$ cat src/rtl/mem_access_unit_if.sv
// Data-memory request/response port between the M-stage access unit and memory.
// Request side is valid/ready; responses are single-cycle pulses with no backpressure.
interface mem_access_unit_if;
  logic        dmem_req_valid;
  logic        dmem_req_ready;
  logic        dmem_we;
  logic [31:0] dmem_addr;
  logic [31:0] dmem_wdata;
  logic [3:0]  dmem_wstrb;
  logic        dmem_rsp_valid;
  logic [31:0] dmem_rdata;

  modport master (
    output dmem_req_valid, dmem_we, dmem_addr, dmem_wdata, dmem_wstrb,
    input  dmem_req_ready, dmem_rsp_valid, dmem_rdata
  );

  modport slave (
    input  dmem_req_valid, dmem_we, dmem_addr, dmem_wdata, dmem_wstrb,
    output dmem_req_ready, dmem_rsp_valid, dmem_rdata
  );
endinterface

$ cat src/rtl/mem_access_unit.sv
// M-stage load/store unit: issues one dmem request, lane-aligns stores, extends loads.
// Load stalls >=3 cycles, store >=2; holds the request until ready; TIMEOUT bounds REQ+WAIT.
module mem_access_unit #(
  parameter int TIMEOUT = 255
) (
  input  logic               clk,
  input  logic               rst,
  input  logic               mem_rd_M,
  input  logic               mem_wr_M,
  input  logic [2:0]         mem_mask_M,
  input  logic [31:0]        alu_o_M,
  input  logic [31:0]        wr_data_M,
  mem_access_unit_if.master  dmem,
  output logic               stall_mem,
  output logic [31:0]        load_data_M,
  output logic               load_valid,
  output logic               access_err
);
  localparam logic [1:0] IDLE = 2'd0, REQ = 2'd1, WAIT = 2'd2, DONE = 2'd3;
  localparam int CW = (TIMEOUT > 1) ? $clog2(TIMEOUT) : 1;
  localparam logic [CW-1:0] CNT_LAST = CW'((TIMEOUT > 0) ? TIMEOUT - 1 : 0);

  logic [1:0]    state;
  logic [CW-1:0] cnt;
  logic          we_q, to_q;
  logic [2:0]    mask_q;
  logic [1:0]    off_q;
  logic [31:0]   addr_q, wdata_q;
  logic [3:0]    wstrb_q;

  logic          access, legal, busy, timeout_hit;
  logic [31:0]   st_wdata, ld_ext;
  logic [3:0]    st_wstrb;
  logic [7:0]    ld_byte;
  logic [15:0]   ld_half;

  assign access = mem_rd_M | mem_wr_M;
  assign busy   = (state == REQ) || (state == WAIT);

  // Unsigned load widths have no store counterpart.
  always_comb begin
    legal = 1'b0;
    case (mem_mask_M)
      3'b000:  legal = 1'b1;
      3'b001:  legal = ~alu_o_M[0];
      3'b010:  legal = (alu_o_M[1:0] == 2'b00);
      3'b100:  legal = ~mem_wr_M;
      3'b101:  legal = ~mem_wr_M & ~alu_o_M[0];
      default: legal = 1'b0;
    endcase
  end

  always_comb begin
    st_wdata = wr_data_M;
    st_wstrb = 4'b1111;
    case (mem_mask_M[1:0])
      2'b00: begin
        st_wdata = {4{wr_data_M[7:0]}};
        st_wstrb = 4'b0001 << alu_o_M[1:0];
      end
      2'b01: begin
        st_wdata = {2{wr_data_M[15:0]}};
        st_wstrb = alu_o_M[1] ? 4'b1100 : 4'b0011;
      end
      default: ;
    endcase
    if (!mem_wr_M) st_wstrb = 4'b0000;
  end

  assign ld_byte = dmem.dmem_rdata[{off_q, 3'b000} +: 8];
  assign ld_half = off_q[1] ? dmem.dmem_rdata[31:16] : dmem.dmem_rdata[15:0];

  always_comb begin
    case (mask_q)
      3'b000:  ld_ext = {{24{ld_byte[7]}}, ld_byte};
      3'b001:  ld_ext = {{16{ld_half[15]}}, ld_half};
      3'b100:  ld_ext = {24'h0, ld_byte};
      3'b101:  ld_ext = {16'h0, ld_half};
      default: ld_ext = dmem.dmem_rdata;
    endcase
  end

  assign timeout_hit = (TIMEOUT != 0) && busy && (cnt == CNT_LAST);

  assign stall_mem  = ((state == IDLE) && access && legal) || busy;
  assign access_err = ((state == IDLE) && access && !legal) || timeout_hit;
  assign load_valid = (state == DONE) && !we_q && !to_q;

  assign dmem.dmem_req_valid = (state == REQ);
  assign dmem.dmem_we        = we_q;
  assign dmem.dmem_addr      = addr_q;
  assign dmem.dmem_wdata     = wdata_q;
  assign dmem.dmem_wstrb     = wstrb_q;

  always_ff @(posedge clk) begin
    if (rst) begin
      state       <= IDLE;
      cnt         <= '0;
      we_q        <= 1'b0;
      to_q        <= 1'b0;
      mask_q      <= 3'b000;
      off_q       <= 2'b00;
      addr_q      <= 32'h0;
      wdata_q     <= 32'h0;
      wstrb_q     <= 4'b0000;
      load_data_M <= 32'h0;
    end else begin
      cnt <= busy ? cnt + 1'b1 : '0;
      case (state)
        IDLE: if (access && legal) begin
          state   <= REQ;
          we_q    <= mem_wr_M;
          to_q    <= 1'b0;
          mask_q  <= mem_mask_M;
          off_q   <= alu_o_M[1:0];
          addr_q  <= {alu_o_M[31:2], 2'b00};
          wdata_q <= st_wdata;
          wstrb_q <= st_wstrb;
        end
        // Timeout wins over a same-cycle handshake so the counter never wraps.
        REQ: if (timeout_hit) begin
          state <= DONE;
          to_q  <= 1'b1;
        end else if (dmem.dmem_req_ready) begin
          state <= we_q ? DONE : WAIT;
        end
        WAIT: if (timeout_hit) begin
          state <= DONE;
          to_q  <= 1'b1;
        end else if (dmem.dmem_rsp_valid) begin
          state       <= DONE;
          load_data_M <= ld_ext;
        end
        default: state <= IDLE;
      endcase
    end
  end
endmodule

$ cat src/flat_wrapper.sv
// flat-port wrapper written by rule: the top's interface ports become plain ports
module mem_access_unit_flat 
#(
  parameter int TIMEOUT = 255
)
  (clk, rst, mem_rd_M, mem_wr_M, mem_mask_M, alu_o_M, wr_data_M, stall_mem, load_data_M, load_valid, access_err, dmem_dmem_req_valid, dmem_dmem_we, dmem_dmem_addr, dmem_dmem_wdata, dmem_dmem_wstrb, dmem_dmem_req_ready, dmem_dmem_rsp_valid, dmem_dmem_rdata);
  mem_access_unit_if dmem_i ();
  input  logic clk;
  input  logic rst;
  input  logic mem_rd_M;
  input  logic mem_wr_M;
  input  logic [2:0] mem_mask_M;
  input  logic [31:0] alu_o_M;
  input  logic [31:0] wr_data_M;
  output logic stall_mem;
  output logic [31:0] load_data_M;
  output logic load_valid;
  output logic access_err;
  output wire logic [$bits(dmem_i.dmem_req_valid)-1:0] dmem_dmem_req_valid;
  output wire logic [$bits(dmem_i.dmem_we)-1:0] dmem_dmem_we;
  output wire logic [$bits(dmem_i.dmem_addr)-1:0] dmem_dmem_addr;
  output wire logic [$bits(dmem_i.dmem_wdata)-1:0] dmem_dmem_wdata;
  output wire logic [$bits(dmem_i.dmem_wstrb)-1:0] dmem_dmem_wstrb;
  input wire logic [$bits(dmem_i.dmem_req_ready)-1:0] dmem_dmem_req_ready;
  input wire logic [$bits(dmem_i.dmem_rsp_valid)-1:0] dmem_dmem_rsp_valid;
  input wire logic [$bits(dmem_i.dmem_rdata)-1:0] dmem_dmem_rdata;
  assign dmem_dmem_req_valid = dmem_i.dmem_req_valid;
  assign dmem_dmem_we = dmem_i.dmem_we;
  assign dmem_dmem_addr = dmem_i.dmem_addr;
  assign dmem_dmem_wdata = dmem_i.dmem_wdata;
  assign dmem_dmem_wstrb = dmem_i.dmem_wstrb;
  assign dmem_i.dmem_req_ready = dmem_dmem_req_ready;
  assign dmem_i.dmem_rsp_valid = dmem_dmem_rsp_valid;
  assign dmem_i.dmem_rdata = dmem_dmem_rdata;
  mem_access_unit #(.TIMEOUT(TIMEOUT)) u_core (.clk(clk), .rst(rst), .mem_rd_M(mem_rd_M), .mem_wr_M(mem_wr_M), .mem_mask_M(mem_mask_M), .alu_o_M(alu_o_M), .wr_data_M(wr_data_M), .dmem(dmem_i), .stall_mem(stall_mem), .load_data_M(load_data_M), .load_valid(load_valid), .access_err(access_err));
endmodule
$ cat config.mk
export PLATFORM = sky130hd
export DESIGN_NAME = mem_access_unit_flat
export DESIGN_NICKNAME = d
export VERILOG_FILES = /design/src/rtl/mem_access_unit_if.sv /design/src/rtl/mem_access_unit.sv /design/src/flat_wrapper.sv
export SDC_FILE = /design/constraint.sdc
export NUM_CORES = 1
export LEC_CHECK = 0
export BUFFER_PORTS_ARGS = -buffer_cell sky130_fd_sc_hd__clkbuf_2
export CORE_MARGIN = 1.5
export CORE_UTILIZATION = 53
export CTS_CLUSTER_DIAMETER = 150
export DETAILED_ROUTE_END_ITERATION = 8
export PLACE_DENSITY = 0.91
export SYNTH_ARGS = -nofsm -noshare
export SYNTH_HDL_FRONTEND = slang
export SYNTH_SLANG_ARGS = --single-unit
$ cat constraint.sdc
create_clock -name clk -period 5.2 [get_ports clk]
set_clock_uncertainty 0.05 [all_clocks]
set_input_delay 1.04 -clock clk [delete_from_list [all_inputs] [get_ports clk]]
set_output_delay 1.04 -clock clk [all_outputs]
set_load 0.03 [all_outputs]
---- Word level (Yosys, flattened, before mapping) ----
Cells that the tools add are included.
Widths: inputs -> output; s select.
operators by class
  $add $sub $neg .......................... 1
  equal/unequal tests ..................... 16
  shift-type cells ........................ 2
  mux-type cells .......................... 17
  bitwise logic cells ..................... 6
  reductions and logical operators ........ 25
operators by type and width
  cell                 number
  $pmux 32 s4          1
  $pmux 32 s2          1
  $shiftx 32x6->8      1
  $mux 16              1
  $eq 3x3->1 const B   4
  $mux 2               5
  $reduce_and 3->1     3
  $add 8x1->8 const B  1
  $eq 8x8->1 const B   1
  $mux 4               2
  $pmux 4 s2           1
  $logic_and 1x1->1    7
  $eq 3x1->1 const B   2
  $logic_not 2->1      3
  $logic_not 3->1      2
  $pmux 2 s3           1
  $pmux 1 s5           1
  $eq 2x1->1 const B   2
  $eq 2x2->1 const B   2
  $not 1->1            4
  $reduce_or 2->1      2
  $shl 1x2->4 const A  1
  $eq 3x2->1 const B   1
  $logic_not 1->1      3
  other kinds (11)     15
word-level totals
  register bits after elaboration ......... 115
  input port bits ......................... 105
  output and inout port bits .............. 105
  logic and storage cells ................. 77

---- Depth between registers and ports, before layout ----
Gate-level depths: netlist of run 1.
  depth in word-level cells ............... 6
  mapped depth ............................ 9

---- Least setup slack after synthesis of run 1 ----
Ideal clock, no wire load.
  kind .................................... input to output
  from .................................... input mem_wr_M
  to ...................................... output access_err
  data arrival time ....................... 2030 ps
  slack ................................... 2080 ps
  stages .................................. 3
  buffers on the path ..................... 1
  cells stage by stage .................... buf_6 > o21ai_0 > o31ai_1
between the ends
  cells in the longest elaborated chain, start to end .. 6
  elaborated cells between the ends (all ways) .. 8
ends and longest elaborated chain
  item                   line                                          text
  from (decl)            flat_wrapper.sv:11                            input logic mem_wr_M;
  $not 1->1              mem_access_unit.sv:47, mem_access_unit.sv:48
  $and 1x1->1            mem_access_unit.sv:48                         3'b101: legal = ~mem_wr_M & ~alu_o_M[0];
  $pmux 1 s5             mem_access_unit.sv:43                         case (mem_mask_M)
  $logic_not 1->1        mem_access_unit.sv:86                         assign access_err = ((state == IDLE) && access && !legal) || timeout_hit;
  $logic_and 1x1->1 (*)  mem_access_unit.sv:86
  $logic_or 1x1->1 (*)   mem_access_unit.sv:86
  to (decl)              flat_wrapper.sv:18                            output logic access_err;
Every way passes the cells marked *; elsewhere a longest branch is shown, timed or not.

---- Worst setup path in the final report of run 1 ----
  from .................................... input mem_mask_M[0]
  to ...................................... output stall_mem
between the ends
  cells in the longest elaborated chain, start to end .. 4
  elaborated cells between the ends (all ways) .. 8
ends and longest elaborated chain
  item                                      line                   text
  from (decl)                               flat_wrapper.sv:12     input logic [2:0] mem_mask_M;
  $eq 3x3->1, or another cell as far along  mem_access_unit.sv:43
  $pmux 1 s5 (*)                            mem_access_unit.sv:43
  $logic_and 1x1->1 (*)                     mem_access_unit.sv:85  assign stall_mem = ((state == IDLE) && access && legal) || busy;
  $logic_or 1x1->1 (*)                      mem_access_unit.sv:85
  to (decl)                                 flat_wrapper.sv:15     output logic stall_mem;
Marked as above.

==> results of run 1 <==
[worst max-delay path, cell delays in order]
cell and delay, ns:
clkbuf_2 0.33, nor4_2 0.59, o21bai_4 0.08, nand2b_1 0.08
clkbuf_2 0.20
[cell usage in the layout, fill, tap and decap left out, types with 4 or more instances in the layout]
cell / n
a21oi_1: 80
dfxtp_1: 115
clkbuf_16: 16
a221oi_1: 8
nor2_1: 52
nand2b_1: 8
buf_4: 6
a211oi_1: 25
mux2_2: 14
clkbuf_2: 206
nand2_1: 143
o21a_1: 7
clkbuf_8: 5
nor4bb_1: 7
clkinv_2: 4
inv_1: 8
mux2i_1: 18
o21ai_0: 26
xor2_1: 4
ha_1: 6
a22oi_1: 8
nand3_1: 5
a211oi_2: 7
a311oi_1: 10
[worst max path at each step]
stage                     cells after the start             from         end  slack [ns]
after floorplan                               3         mem_wr_M  access_err        2.08
after global placement                        5    mem_mask_M[0]   stall_mem        1.79
after detailed placement                      5    mem_mask_M[0]   stall_mem        1.78
after CTS                                     5    mem_mask_M[0]   stall_mem        1.78
after global routing                          6  u_core.state[0]  access_err        1.67
final                                         5    mem_mask_M[0]   stall_mem        1.78
[layout make-up]
class | instances | area (sq um) | share of cell area
Timing Repair Buffer | 212 | 1080 | 0.156
Clock inverter | 9 | 103 | 0.0149
Sequential cell | 115 | 2300 | 0.334
Clock buffer | 23 | 477 | 0.0691
Inverter | 8 | 30.0 | 0.00435
Tap cell | 133 | 166 | 0.0241
Multi-Input combinational cell | 466 | 2750 | 0.398
[flip-flops by register name, summed over array words and instances (netlist names)]
register,cells
u_core.dmem.dmem_we,1
u_core.state,2
u_core.mask_q,3
u_core.to_q,1
u_core.load_data_M,32
u_core.dmem.dmem_wstrb,4
u_core.dmem.dmem_addr,30
u_core.dmem.dmem_wdata,32
u_core.cnt,8
u_core.off_q,2
[power breakdown]
group	internal, mW	switching [mW]
registers	1.00	0.0861
logic	0.292	0.601
clock network	0.728	0.386
[metal layers]
metal  wire length, microns  GRT usage
met1                   5860      0.316
met2                   7590      0.484
met3                   1300     0.0806
met4                    484      0.137
met5                      0          0
[cells by family after synthesis]
logic type | after synthesis
and+or+nand+nor | 231
AOI/OAI and AO/OA | 189
DFF | 115
buffers and inverters | 65
muxes | 32
adders and majority gates | 6
xor gates and xnor gates | 6
other | 1
==> impl_results.html, run 1 <==
<table>
<tr><th>Metric</th><th>Value</th></tr>
<tr><th colspan="2">Status</th></tr>
<tr><td>Status</td><td>complete, no violations</td></tr>
<tr><th colspan="2">Place</th></tr>
<tr><td>Worst-case setup slack after placement</td><td>1.78 ns</td></tr>
<tr><td>Instance area after placement</td><td>6320 sq um</td></tr>
<tr><td>Routability congestion estimate</td><td>0.861</td></tr>
<tr><td>Half-perimeter wire length after detailed placement</td><td>10500 microns</td></tr>
<tr><td># placed instances</td><td>934</td></tr>
<tr><td>Port buffer count</td><td>around 210</td></tr>
<tr><th colspan="2">Cells and area</th></tr>
<tr><td>FILL cells</td><td>788</td></tr>
<tr><td>Area growth from synthesis to layout</td><td>28.3%</td></tr>
<tr><td># nets final</td><td>931</td></tr>
<tr><td>Fraction of layout instances using a drive strength above 1</td><td>0.328</td></tr>
<tr><td>Final standard cell count with taps included and fillers excluded</td><td>966</td></tr>
<tr><td>Final Instance Area</td><td>6900 sq um</td></tr>
<tr><td>Number of diodes added for antenna fixing</td><td>0</td></tr>
<tr><td>Core utilization of the finished layout</td><td>0.703</td></tr>
<tr><th colspan="2">Clocking</th></tr>
<tr><td>Longest Clk Path Bufs</td><td>2</td></tr>
<tr><td>Buffer cell driving the clock tree root</td><td>clkbuf_8</td></tr>
<tr><td>Number of buffers inserted for hold repair after clock tree synthesis</td><td>0</td></tr>
<tr><td>Worst-Skew Late Latency</td><td>roughly 0.50 ns</td></tr>
<tr><td>Number of buffers created by CTS</td><td>17</td></tr>
<tr><td>Total setup buffers inserted after CTS</td><td>0</td></tr>
<tr><td>CTS tree</td><td>yes</td></tr>
<tr><td>Clock edge transition at the registers on the reported setup and hold paths</td><td>0.05 ns</td></tr>
<tr><td>Count of instances resized after the clock tree is built</td><td>0</td></tr>
<tr><td>Clock sink count</td><td>~120</td></tr>
<tr><td>H-tree depth</td><td>4</td></tr>
<tr><th colspan="2">Flow run</th></tr>
<tr><td>Maximum Capacitance Violations</td><td>0</td></tr>
<tr><th colspan="2">Setup path</th></tr>
<tr><td>Peak fanout along the critical path</td><td>22</td></tr>
<tr><td>Data required time at the worst endpoint</td><td>just over 4 ns</td></tr>
<tr><td>Reg2Reg Depth</td><td>7</td></tr>
<tr><td>Element type at the critical path start</td><td>primary input</td></tr>
<tr><td>R2R Path Start</td><td>u_core.state[0]</td></tr>
<tr><td>Reg-to-reg critical path endpoint</td><td>u_core.load_data_M[8]</td></tr>
<tr><td>Flop-to-flop setup slack</td><td>2.42 ns</td></tr>
<tr><td>Crit. End Element</td><td>primary output</td></tr>
<tr><td>Arrival time at the worst endpoint</td><td>between 2 and 2.5 ns</td></tr>
<tr><td>Critical Setup Path Class</td><td>primary input to primary output</td></tr>
<tr><th colspan="2">Routing</th></tr>
<tr><td>Post-route ant nets</td><td>0</td></tr>
<tr><td>Post-Route WL</td><td>15200 microns</td></tr>
<tr><td>DRC marker count from the first detailed-route iteration</td><td>321</td></tr>
<tr><td>Post-detailed-route wirelength per cell</td><td>approximately 16 microns</td></tr>
<tr><td>Pre-antenna DRT Iters</td><td>7</td></tr>
<tr><td>Total via count after detailed routing</td><td>approximately 5400</td></tr>
<tr><td>DRC violation count after routing</td><td>0</td></tr>
<tr><td>Number of vias per cell</td><td>5.55</td></tr>
<tr><th colspan="2">Min path</th></tr>
<tr><td>Min-delay src</td><td>u_core.dmem.dmem_wstrb[3]</td></tr>
<tr><td>Worst Hold Depth</td><td>2</td></tr>
<tr><td>Hold WC Path Type</td><td>register to register</td></tr>
<tr><td>Min-Delay Endpoint</td><td>u_core.dmem.dmem_wstrb[3]</td></tr>
<tr><th colspan="2">Synth</th></tr>
<tr><td>Largest family of logic cells by synthesized area</td><td>compound AO/OA/AOI/OAI gates</td></tr>
<tr><td>Adder-cell share of the synthesized area</td><td>0.0140</td></tr>
<tr><td>Top flip-flop cell by instance count after synthesis</td><td>dfxtp_1</td></tr>
<tr><td>Most common cell in the netlist</td><td>nand2_1</td></tr>
<tr><td>Fraction of the mapped netlist area in simple logic gates</td><td>0.186</td></tr>
<tr><td>Post-synthesis sequential area ratio</td><td>0.428</td></tr>
<tr><td>Number of different library cells in the post-synthesis netlist</td><td>54</td></tr>
<tr><td>Cell Area, Synth</td><td>5380 sq um</td></tr>
<tr><td>Average size of a mapped cell</td><td>8.34 sq um</td></tr>
<tr><td>Synthesized-area fraction occupied by xor and xnor cells</td><td>0.00977</td></tr>
<tr><td>Cell types with the largest area share after synthesis</td><td>dfxtp_1 43%, nand2_1 10%, a21oi_1 7.4%</td></tr>
<tr><td>Post-synthesis instance total</td><td>roughly 650</td></tr>
<tr><td>Count of flip-flops with a built-in enable after synthesis</td><td>0</td></tr>
<tr><td>Cell type contributing the most total cell area after synthesis</td><td>dfxtp_1</td></tr>
<tr><td>Top cells by instance count after synthesis</td><td>143 x nand2_1, 115 x dfxtp_1, 80 x a21oi_1</td></tr>
<tr><td>Multiplexer share of the synthesized area</td><td>0.0628</td></tr>
<tr><td>Area share of the leading cell type in the synthesized netlist</td><td>0.428</td></tr>
<tr><td>Warning count from the yosys run</td><td>0</td></tr>
<tr><td>Post-synth ARST share</td><td>0</td></tr>
<tr><td>Compound-Gate Fraction of Synth Area</td><td>0.234</td></tr>
<tr><td>Number of flip-flops and latches in the synthesized netlist</td><td>115</td></tr>
<tr><th colspan="2">Timing</th></tr>
<tr><td>Relative slew slack</td><td>0.234</td></tr>
<tr><td>Final critical-path share of the clock period</td><td>0.658</td></tr>
<tr><td>Final Hold Vio Count</td><td>0</td></tr>
<tr><td>Worst path setup slack after routing</td><td>1.78 ns</td></tr>
<tr><td>Tightest Pin Transition</td><td>1.14 ns</td></tr>
<tr><td>Setup repair after global routing missed its margin</td><td>no</td></tr>
<tr><td>Setup violations, final</td><td>0</td></tr>
<tr><td>Highest attainable clock frequency</td><td>around 290 MHz</td></tr>
<tr><td>Setup_tns</td><td>0 ns</td></tr>
<tr><td>Total count of max-transition violations in the final report</td><td>0</td></tr>
<tr><td>Min Tclk post-route</td><td>3.42 ns</td></tr>
<tr><td>Smallest hold slack</td><td>0.396 ns</td></tr>
<tr><th colspan="2">Power and ir drop</th></tr>
<tr><td>Static Leakage</td><td>2.92 nW</td></tr>
<tr><td>Worst vdd ir</td><td>280 uV</td></tr>
<tr><td>Total Power</td><td>~3.1 mW</td></tr>
<tr><td>Power per unit of standard cell area</td><td>448 nW/um^2</td></tr>
<tr><th colspan="2">Global route</th></tr>
<tr><td>Number of antenna violations at the first check in global routing</td><td>0</td></tr>
<tr><td>Number of global-route vias before repair</td><td>slightly above 5000</td></tr>
<tr><td>Gr usage total</td><td>0.280</td></tr>
<tr><td>First-pass GRT wire length</td><td>24500 microns</td></tr>
<tr><td>Total congestion overflow</td><td>0</td></tr>
<tr><td>Largest net degree at the start of global routing</td><td>89</td></tr>
<tr><th colspan="2">Floorplanning</th></tr>
<tr><td>Count of boundary I/O pins</td><td>210</td></tr>
<tr><td>Initial Util</td><td>0.548</td></tr>
<tr><td>Width of the die</td><td>104 microns</td></tr>
<tr><td>Floorplan core area</td><td>9820 sq um</td></tr>
<tr><td>Num rows</td><td>36</td></tr>
<tr><td>Area of the die</td><td>10800 sq um</td></tr>
<tr><td>Vert. Die Dim</td><td>around 100 microns</td></tr>
</table>
(Power assumes the default switching activity.)
==> inputs of run 2 (changes only) <==
- CORE_UTILIZATION: 53 -> 49
- PLACE_DENSITY: 0.91 -> 0.85
- clock period: 5.2 -> 3.4 ns (I/O delays scaled with it)
==> run 2 against run 1 <==
  * Power up 56%
  * Critical path depth grew 1
  * Sequential power up 50%
  * Worst hold slack got worse by 0.060 ns
  * Critical endpoint is now access_err
  * Sequential share of layout area decreased by 0.39 points
  * Setup slack worse by 1.4 ns
  * Non-clock buffer count increased by 6
  * Utilization is 5.6 points lower
  * Combinational power rose by 55%
  * Die area up 7.9%
  * Highest routed layer unchanged
==> impl_results.html, run 2 (same netlist as run 1, synthesis figures left out) <==
<table>
<tr><th>Metric</th><th>Value</th></tr>
<tr><th colspan="2">Setup path</th></tr>
<tr><td>Crit-path cells</td><td>inv_1 &gt; ha_1 &gt; nand3_1 &gt; or3_1 &gt; o31ai_1 &gt; clkbuf_2</td></tr>
<tr><td>Flop-to-flop setup slack</td><td>0.90 ns (-1.52 ns)</td></tr>
<tr><td>Data required time at the worst endpoint</td><td>2.67 ns (-1.44 ns)</td></tr>
<tr><td>Peak per-stage delay on the critical path</td><td>0.43 ns (-0.16 ns)</td></tr>
<tr><td>Critical Setup Path Class</td><td>register to primary output</td></tr>
<tr><td>R2R Path Start</td><td>u_core.state[1]</td></tr>
<tr><td>Reg2Reg Depth</td><td>7 (unchanged)</td></tr>
<tr><td>Crit. End Element</td><td>primary output</td></tr>
<tr><td>Arrival time at the worst endpoint</td><td>2.33 ns (about the same)</td></tr>
<tr><td>Worst-path cell with the longest stage delay</td><td>or3_1</td></tr>
<tr><td>Element type at the critical path start</td><td>register</td></tr>
<tr><td>Reg-to-reg critical path endpoint</td><td>u_core.load_data_M[1]</td></tr>
<tr><td>Peak fanout along the critical path</td><td>4 (-82%)</td></tr>
<tr><th colspan="2">Flow run</th></tr>
<tr><td>Maximum Capacitance Violations</td><td>0 (unchanged)</td></tr>
<tr><th colspan="2">Clocking</th></tr>
<tr><td>Total setup buffers inserted after CTS</td><td>0 (unchanged)</td></tr>
<tr><td>CTS tree</td><td>yes</td></tr>
<tr><td>H-tree depth</td><td>4 (unchanged)</td></tr>
<tr><td>Number of buffers created by CTS</td><td>17 (unchanged)</td></tr>
<tr><td>Clock edge transition at the registers on the reported setup and hold paths</td><td>0.06 ns (about the same)</td></tr>
<tr><td>Longest Clk Path Bufs</td><td>2 (unchanged)</td></tr>
<tr><td>Worst-Skew Late Latency</td><td>0.51 ns (about the same)</td></tr>
<tr><td>Clock sink count</td><td>115 (unchanged)</td></tr>
<tr><td>Count of instances resized after the clock tree is built</td><td>0 (unchanged)</td></tr>
<tr><td>Buffer cell driving the clock tree root</td><td>clkbuf_8</td></tr>
<tr><td>Number of buffers inserted for hold repair after clock tree synthesis</td><td>0 (unchanged)</td></tr>
<tr><th colspan="2">Timing</th></tr>
<tr><td>Setup violations, final</td><td>0 (unchanged)</td></tr>
<tr><td>Total count of max-transition violations in the final report</td><td>0 (unchanged)</td></tr>
<tr><td>Setup repair after global routing missed its margin</td><td>no</td></tr>
<tr><td>Tightest Pin Transition</td><td>1.08 ns (-0.0656 ns)</td></tr>
<tr><td>Final critical-path share of the clock period</td><td>0.899</td></tr>
<tr><td>Relative slew slack</td><td>0.278 (+0.0440)</td></tr>
<tr><td>Setup_tns</td><td>0 ns (unchanged)</td></tr>
<tr><td>Smallest hold slack</td><td>0.336 ns (-0.0604 ns)</td></tr>
<tr><td>Min Tclk post-route</td><td>3.06 ns</td></tr>
<tr><td>Highest attainable clock frequency</td><td>327 MHz</td></tr>
<tr><td>Final Hold Vio Count</td><td>0 (unchanged)</td></tr>
<tr><th colspan="2">Min path</th></tr>
<tr><td>Hold WC Path Type</td><td>primary input to register</td></tr>
<tr><td>Min-Delay Endpoint</td><td>u_core.dmem.dmem_addr[20]</td></tr>
<tr><td>Min-delay src</td><td>alu_o_M[20]</td></tr>
<tr><td>Worst Hold Depth</td><td>3 (+1)</td></tr>
<tr><th colspan="2">Place</th></tr>
<tr><td>Half-perimeter wire length after detailed placement</td><td>10400 microns (-1.6%)</td></tr>
<tr><td>Routability congestion estimate</td><td>0.812 (-5.7%)</td></tr>
<tr><td>Instance area after placement</td><td>6380 sq um (+0.95%)</td></tr>
<tr><td>Port buffer count</td><td>207 (unchanged)</td></tr>
<tr><td># placed instances</td><td>947 (+1.4%)</td></tr>
<tr><th colspan="2">Floorplanning</th></tr>
<tr><td>Vert. Die Dim</td><td>108 microns (+3.9%)</td></tr>
<tr><td>Initial Util</td><td>0.498 (-0.0494)</td></tr>
<tr><td>Num rows</td><td>38 (+5.6%)</td></tr>
<tr><td>Count of boundary I/O pins</td><td>210 (unchanged)</td></tr>
<tr><td>Width of the die</td><td>108 microns (+3.9%)</td></tr>
<tr><td>Floorplan core area</td><td>10800 sq um (+9.9%)</td></tr>
<tr><td>Area of the die</td><td>11600 sq um (+7.9%)</td></tr>
<tr><th colspan="2">Global route</th></tr>
<tr><td>First-pass GRT wire length</td><td>23200 microns (-5.3%)</td></tr>
<tr><td>Number of antenna violations at the first check in global routing</td><td>0 (unchanged)</td></tr>
<tr><td>Number of global-route vias before repair</td><td>4858 (-6.5%)</td></tr>
<tr><td>Gr usage total</td><td>0.253 (-0.0269)</td></tr>
<tr><td>Largest net degree at the start of global routing</td><td>66 (-26%)</td></tr>
<tr><td>Total congestion overflow</td><td>0 (unchanged)</td></tr>
<tr><th colspan="2">Cells and area</th></tr>
<tr><td>Fraction of layout instances using a drive strength above 1</td><td>0.333 (+0.00520)</td></tr>
<tr><td>Final standard cell count with taps included and fillers excluded</td><td>978 (+1.2%)</td></tr>
<tr><td>Leading cell type in the layout, fill and taps excluded</td><td>clkbuf_2</td></tr>
<tr><td># nets final</td><td>937 (+0.64%)</td></tr>
<tr><td>Commonest non-fill, non-tap cells in the layout</td><td>206 x clkbuf_2, 143 x nand2_1, 115 x dfxtp_1, 80 x a21oi_1, 52 x nor2_1</td></tr>
<tr><td>Core utilization of the finished layout</td><td>0.647 (-0.0559)</td></tr>
<tr><td>Area growth from synthesis to layout</td><td>29.9%</td></tr>
<tr><td>Number of diodes added for antenna fixing</td><td>0 (unchanged)</td></tr>
<tr><td>Final Instance Area</td><td>6980 sq um (+1.2%)</td></tr>
<tr><th colspan="2">Routing</th></tr>
<tr><td>DRC violation count after routing</td><td>0 (unchanged)</td></tr>
<tr><td>Pre-antenna DRT Iters</td><td>6 (-1)</td></tr>
<tr><td>Post-Route WL</td><td>14700 microns (-3.3%)</td></tr>
<tr><td>DRC marker count from the first detailed-route iteration</td><td>356 (+11%)</td></tr>
<tr><td>Post-route ant nets</td><td>0 (unchanged)</td></tr>
<tr><td>Number of vias per cell</td><td>5.42 (-2.3%)</td></tr>
<tr><td>Post-detailed-route wirelength per cell</td><td>15.1 microns (-4.5%)</td></tr>
<tr><td>Total via count after detailed routing</td><td>5305 (-1.1%)</td></tr>
<tr><th colspan="2">Power and ir drop</th></tr>
<tr><td>Static Leakage</td><td>2.96 nW (+1.4%)</td></tr>
<tr><td>Worst vdd ir</td><td>438 uV (+56%)</td></tr>
<tr><td>Part of the total power dissipated in sequential elements</td><td>0.340 (-0.011)</td></tr>
<tr><td>Sw Pwr</td><td>1.65 mW (+53%)</td></tr>
<tr><td>Sw Share</td><td>0.342 (-0.00479)</td></tr>
<tr><td>Share of total power in combinational logic</td><td>0.288 (about the same)</td></tr>
<tr><td>Internal power component</td><td>3.17 mW (+57%)</td></tr>
<tr><td>Portion of total power attributed to the clock network</td><td>0.372 (+0.012)</td></tr>
<tr><td>Power per unit of standard cell area</td><td>689 nW/um^2 (+54%)</td></tr>
<tr><th colspan="2">Status</th></tr>
<tr><td>Status</td><td>complete, no violations</td></tr>
</table>
run 2: layer usage:
metal | up-vias | GRT usage | wire (microns)
met5 | - | 0 | 0
met4 | 0 | 0.115 | 318
met3 | 22 | 0.0702 | 1100
met2 | 234 | 0.402 | 6920
met1 | 2439 | 0.319 | 6410
li1 | 2610 | - | -
run 2: cell type report:
| type | count | area (sq um) |
|---|---|---|
| Fill cell | 934 | 3810 |
| Clock buffer | 22 | 473 |
| Sequential cell | 115 | 2300 |
| Inverter | 8 | 30.0 |
| Multi-Input combinational cell | 466 | 2740 |
| Tap cell | 140 | 175 |
| Timing Repair Buffer | 218 | 1130 |
| Clock inverter | 9 | 128 |
run 2: per-stage QoR:
stage                     power, mW  setup WS (ns)
after floorplan                2.67           1.00
after global placement         3.01          0.892
after detailed placement       3.04          0.795
after CTS                      4.83          0.306
after global routing           5.04          0.184
final                          4.81          0.344
run 2: how the worst max path moves through the flow:
stage	start	end	slack, ns	cells past startpoint
6_report	u_core.state[1]	access_err	0.34	6
5_1_grt	u_core.state[1]	access_err	0.18	6
4_1_cts	u_core.state[1]	access_err	0.31	6
3_5_place_dp	mem_mask_M[2]	u_core.dmem.dmem_wdata[14]	0.79	6
3_3_place_gp	mem_mask_M[2]	access_err	0.89	4
2_1_floorplan	mem_wr_M	access_err	1.00	3
run 2: worst max-delay path: cells and delay by family (launching register included):
family | cells | cell delay, ns
AOI/OAI and AO/OA | 1 | 0.12
DFF | 1 | 0.39
adders and majority gates | 1 | 0.35
buffers and inverters | 2 | 0.37
and+or+nand+nor | 2 | 0.60
run 2: power groups by stage:
stage	combinational (mW)	clock, mW	sequential, mW
after global routing	1.50	1.88	1.66
final	1.38	1.79	1.64
after detailed placement	1.38	0	1.66
after CTS	1.38	1.81	1.64
after floorplan	0.714	0	1.96
after global placement	1.36	0	1.66
